===== src/rtl/spike_decoder.sv =====
// Windowed spike counter: counts bit[2] spikes on four neuron buses per WINDOW cycles,
// delivers counts via valid/ready. Define SPIKE_DEC_SAT_EN for saturating accumulators.
module spike_decoder #(
   parameter int WINDOW = 16,
   parameter int CW     = 4
) (
   input  logic          clk,
   input  logic          rst,
   input  logic          en,
   input  logic [3:0]    in1,
   input  logic [3:0]    in2,
   input  logic [3:0]    in3,
   input  logic [3:0]    in4,
   output logic [CW-1:0] cnt1,
   output logic [CW-1:0] cnt2,
   output logic [CW-1:0] cnt3,
   output logic [CW-1:0] cnt4,
   output logic          out_valid,
   input  logic          out_ready,
   output logic          overrun,
   output logic          busy
);

   localparam int WW = (WINDOW > 1) ? $clog2(WINDOW) : 1;
   localparam logic [WW-1:0] WLAST = WW'(WINDOW - 1);

   typedef enum logic {IDLE, COUNT} state_t;

   state_t          state_reg, state_next;
   logic [WW-1:0]   wcnt_reg;
   logic            out_valid_reg;
   logic            overrun_reg;
   logic [3:0]      spike;
   logic [4*CW-1:0] cnt_flat;
   logic            win_done;
   logic            load;
   logic            counting;

   assign spike    = {in4[2], in3[2], in2[2], in1[2]};
   assign counting = (state_reg == COUNT) && en;
   assign win_done = counting && (wcnt_reg == WLAST);
   // A finished window is only accepted if the output slot is free or being drained now.
   assign load     = win_done && (!out_valid_reg || out_ready);

   always_ff @(posedge clk) begin
      if (rst) state_reg <= IDLE;
      else     state_reg <= state_next;
   end

   always_comb begin
      state_next = state_reg;
      case (state_reg)
         IDLE:    if (en)  state_next = COUNT;
         COUNT:   if (!en) state_next = IDLE;
         default: state_next = IDLE;
      endcase
   end

   always_comb begin
      busy = 1'b0;
      if (state_reg == COUNT) busy = 1'b1;
   end

   always_ff @(posedge clk) begin
      if (rst || !counting || win_done) wcnt_reg <= '0;
      else                              wcnt_reg <= wcnt_reg + 1'b1;
   end

   generate
      for (genvar gi = 0; gi < 4; gi++) begin : g_chan
         logic [CW-1:0] acc_reg, acc_next, cnt_reg;

         always_comb begin
`ifdef SPIKE_DEC_SAT_EN
            acc_next = acc_reg;
            if (spike[gi] && (acc_reg != {CW{1'b1}})) acc_next = acc_reg + 1'b1;
`else
            acc_next = acc_reg + CW'(spike[gi]);
`endif
         end

         always_ff @(posedge clk) begin
            if (rst || !counting || win_done) acc_reg <= '0;
            else                              acc_reg <= acc_next;
         end

         // acc_next includes the final cycle's sample of the window.
         always_ff @(posedge clk) begin
            if (rst)       cnt_reg <= '0;
            else if (load) cnt_reg <= acc_next;
         end

         assign cnt_flat[gi*CW +: CW] = cnt_reg;
      end
   endgenerate

   always_ff @(posedge clk) begin
      if (rst) begin
         out_valid_reg <= 1'b0;
         overrun_reg   <= 1'b0;
      end else begin
         if (load)
            out_valid_reg <= 1'b1;
         else if (out_valid_reg && out_ready)
            out_valid_reg <= 1'b0;
         if (win_done && !load)
            overrun_reg <= 1'b1;
      end
   end

   assign cnt1      = cnt_flat[0*CW +: CW];
   assign cnt2      = cnt_flat[1*CW +: CW];
   assign cnt3      = cnt_flat[2*CW +: CW];
   assign cnt4      = cnt_flat[3*CW +: CW];
   assign out_valid = out_valid_reg;
   assign overrun   = overrun_reg;

endmodule


===== config.mk =====
export PLATFORM = sky130hd
export DESIGN_NAME = spike_decoder
export DESIGN_NICKNAME = d
export VERILOG_FILES = /design/src/rtl/spike_decoder.sv
export SDC_FILE = /design/constraint.sdc
export NUM_CORES = 1
export LEC_CHECK = 0
export CORE_UTILIZATION = 45
export DETAILED_ROUTE_END_ITERATION = 16
export GPL_TIMING_DRIVEN = 0
export PLACE_DENSITY = 0.74
export SLEW_MARGIN = 15
export SYNTH_ARGS = -nofsm -noshare
export SYNTH_HDL_FRONTEND = slang
export SYNTH_SLANG_ARGS = --single-unit

===== constraint.sdc =====
create_clock -name clk -period 1.7 [get_ports clk]
set_input_delay 0.17 -clock clk [delete_from_list [all_inputs] [get_ports clk]]
set_output_delay 0.17 -clock clk [all_outputs]
set_load 0.02 [all_outputs]

Word-level counts from Yosys, hierarchy flattened. Index checks and enable logic that the tools add are counted.

Memory bits (writable): 0. Memory bits (read-only): 0. Output and inout bits: 19. Bits of input ports: 20. Memories: 0. Register bits after elaboration: 39. Latch bits: 0.

Add/subtract/negate cells: 5. Bitwise gates (word level): 0. Reduce and logical (&&, ||, !) cells: 12. Muxes and demuxes: 4. Order comparisons: 0. Equal/unequal tests: 1. Multipliers: 0. Divide/modulo/power cells: 0. Shift operators: 0.

Operators by type and width (count): $add 4x1->4 (4); $logic_and 1x1->1 (5); $add 4x1->4 const B (1); $eq 4x4->1 const B (1); $mux 1 (4); $logic_not 1->1 (3); $logic_or 1x1->1 (3); $reduce_bool 2->1 (1).

Logic depth before layout (Yosys ltp).
Word-level depth: 5. Gate-level depth with buffers: 6. Depth with buffers taken out: 4.

Least setup slack after synthesis. No wires, ideal clock.

Kind: register -> register. From: register wcnt_reg[0]. To: register g_chan[3].acc_reg[2]. Buffers on the path: 1. Slack: 0.347 ns. Clock period less this slack: 1.353 ns. Setup time: 0.064 ns. Data arrival time: 1.289 ns. Cell stages (with the launch flop): 6. Path through: dfxtp_1 ha_1 and3_4 or3_1 buf_6 nor2_1.

Longest elaborated chain between the ends: 3.

Ends and longest elaborated chain: start, declared (RTL line 30) `logic [WW-1:0] wcnt_reg;`; start signal, assigned (RTL line 66) `else wcnt_reg <= wcnt_reg + 1'b1;`; $eq 4x4->1 (RTL line 41) `assign win_done = counting && (wcnt_reg == WLAST);`; $logic_and 1x1->1 (RTL line 41); $logic_or 1x1->1 (RTL line 83) `if (rst || !counting || win_done) acc_reg <= '0;`; end signal, assigned (RTL line 84) `else acc_reg <= acc_next;`; end, declared (RTL line 71) `logic [CW-1:0] acc_reg, acc_next, cnt_reg;`.

Every way passes these cells. A chain may end at the register's enable or synchronous reset.

Final worst setup path.
From: register wcnt_reg[0]. To: register g_chan[2].acc_reg[0].

Longest elaborated chain between the ends: 3.

Ends and longest elaborated chain (RTL line): $eq 4x4->1 (41); $logic_and 1x1->1 (41); $logic_or 1x1->1 (83); end signal, assigned (84); end, declared (71).

Every way passes these cells.

==> results.toml <==
[clock_network]
clkLatencyLatePin_ns = 0.35
cts_buffers = 5
clock_sinks = 39
postCtsSetupBuffers = 0
clockBufferDepth = 2
clk_pin_slew_ns = 0.12
cts_hold_buffers = 0
cts_resized = 0
h-tree-depth = 2
cts_tree = "built"
cts-root-buf = "clkbuf_4"

[grt]
grt-ovfl-total = 0
grtUsageTotal = 0.200
grt_antenna_before_repair = 0
grt_pass1_vias = 1220
grt_max_degree = 12
grt_pass1_wl_um = 5320

[power_and_ir_drop]
leakagePower_nw = 0.673
comb_power_share = 0.043
p_seq_frac = 0.638
clkPwrFrac = 0.320
p_sw_mw = 0.335
swShare = 0.233
finalPower_mw = 1.44
worst_ir_drop_vdd_mv = 0.458
powerDensity_mw_per_mm2 = 755
internal_power_mw = 1.11

[worst_setup_path]
path_cells = "ha_1 -> and3_4 -> buf_4 -> nor3_4 -> and2_1"
end_kind = "flip-flop"
cp_num_buf_inv = 1
timing_worst_setup_path_type = "flip-flop to flip-flop"
critPathTopFamily = "simple AND/OR/NAND/NOR gates"
critical_path_required_ns = 2.00
slowest_stage = "dfxtp_1"
start_kind = "flip-flop"
cp.arrival_ns = 1.84
critical_path.max_stage_delay_ns = 0.35
path_max_fanout = 10

[synthesis]
synth-seq-area-share = 0.506
yosysUniqueCellTypes = 27
synthCells = 148
synth_compound_area_frac = 0.143
synthAdderAreaFrac = 0.0729
yosys.area_share.simple = 0.178
synth_area_leaders = "dfxtp_1 51%, ha_1 7.3%, and2_1 4.1%"
syn-cell-area_mm2 = 0.00154
synth_top_area_cell = "dfxtp_1"
synthMuxAreaShare = 0
syn_avg_cell_area_um2 = 10.4
ys.warnings.count = 0
synth_nets = 177
synthXorXnorAreaFrac = 0.0567
synth_seq_cells = 39
synth_top_family_by_area = "simple AND/OR/NAND/NOR gates"
synth.top_cell.area_share = 0.506

[timing]
setup_slack_ns = 0.156
period_minus_slack_ns = 1.54
fmax_mhz = 648
hold_viol_final = 0
relSlewSlack = 0.627
setup_viol = 0
slew_violations = 0
finalCritPeriodShare = 0.908
tns_ns = 0
worst_pin_slew_ns = 0.560
fin_skew_ns = 0.0123
rsz0062_at_grt = "false"

[placed_design]
placed_cell_area_mm2 = 0.00186
dpl.hpwl_um = 2260
gp_congestion = 0.780
io_buffers = 26
post-place-ws_ns = -0.0154

[detailed_routing]
post_drt_wl_per_cell_um = 14.2
drtPass1Iterations = 4
via_per_inst = 5.32
routed_wl_um = 3210
dr.first_iter.drc_count = 46
detail-route-antenna-nets = 0
num_vias = 1202
drc = 0

[floorplan]
die_x_um = 60.6
num_io_pins = 39
dieArea_mm2 = 0.00367
start_util = 0.490
core_area_mm2 = 0.00315
die_h_um = 60.6
rows = 20

[finish]
final_core_util = 0.606
syn_to_final_growth_pct = 23.7
antenna_cells = 0
final_cell_area_mm2 = 0.00191
finalNetCount = 210
drive_gt1_frac = 0.110
layout_commonest_cell = "dfxtp_1"
mostFrequentLayoutCells = "39 x dfxtp_1, 26 x clkdlybuf4s50_1, 10 x nor2_1, 10 x and2_1"
largest_reg_flops = 16

[min_path]
hold_path_class = "input pin to flip-flop"

[flow_run]
drv_cap = 0

[status]
outcome = "finished, final reports clean"
[kinds of logic after synthesis]
logic type | Yosys count
AND/OR/NAND/NOR | 45
XOR/XNOR | 10
buffers and inverters | 11
flip-flops | 39
AO/OA/AOI/OAI | 34
adder cells (fa/ha/maj) | 9
[per-stage QoR]
stage / cells / hold slack (ns)
3_5_place_dp: 218 / 0.459
2_1_floorplan: 148 / 0.298
4_1_cts: 226 / 0.433
3_3_place_gp: 218 / 0.432
6_report: 226 / 0.426
5_1_grt: 226 / 0.444
[layer usage]
layer  global-route usage  vias to the layer above  share of wire
li1                     -                      601              -
met1                0.245                      564           0.45
met2                0.331                       29           0.48
met3               0.0640                        8          0.051
met4               0.0747                        0          0.016
met5                    0                        -              0
[worst paths after layout]
path                     from                    to  slack (ns)  depth (start not counted)
setup / recovery  wcnt_reg[0]  g_chan[2].acc_reg[0]        0.16                          5
hold / removal             en             state_reg        0.43                          2
setup reg to reg  wcnt_reg[0]  g_chan[2].acc_reg[0]        0.16                          5
hold reg to reg   wcnt_reg[0]           wcnt_reg[0]        0.48                          1
[power groups by stage]
stage | Combinational [mW] | Clock (mW) | Sequential, mW
final | 0.0613 | 0.461 | 0.919
after global routing | 0.0666 | 0.514 | 0.920
after CTS | 0.0617 | 0.464 | 0.919
after detailed placement | 0.0613 | 0 | 0.940
after global placement | 0.0591 | 0 | 0.940
after floorplan | 0.0276 | 0 | 0.941
[layout make-up]
type	instances	area [um2]
buffer	11	66.3
clock buffer	7	45.0
clock inverter	1	5.00
fill	286	1240
multi-input combinational	98	697
sequential	39	781
tap	44	55.1
timing repair buffer	26	260
[synth_stat cells]
library cell and n:
a21oi_1 9, nor3_4 2, or3_1 1, clkbuf_2 1
dfxtp_1 39, clkbuf_1 2, ha_1 9, nor3_1 1
o31ai_1 8, nor2b_1 2, buf_1 1, a31oi_1 9
nor2_2 2, nor2_1 10, and2_1 10, buf_6 2
nand2_1 1, nand3_2 1, a211oi_1 8, and3_4 1
nand3_1 5, xnor2_1 5, nand4_1 8, buf_2 4
xor2_1 5, nand2b_1 1, buf_4 1
Note: power is estimated with default switching activity, not from simulation.
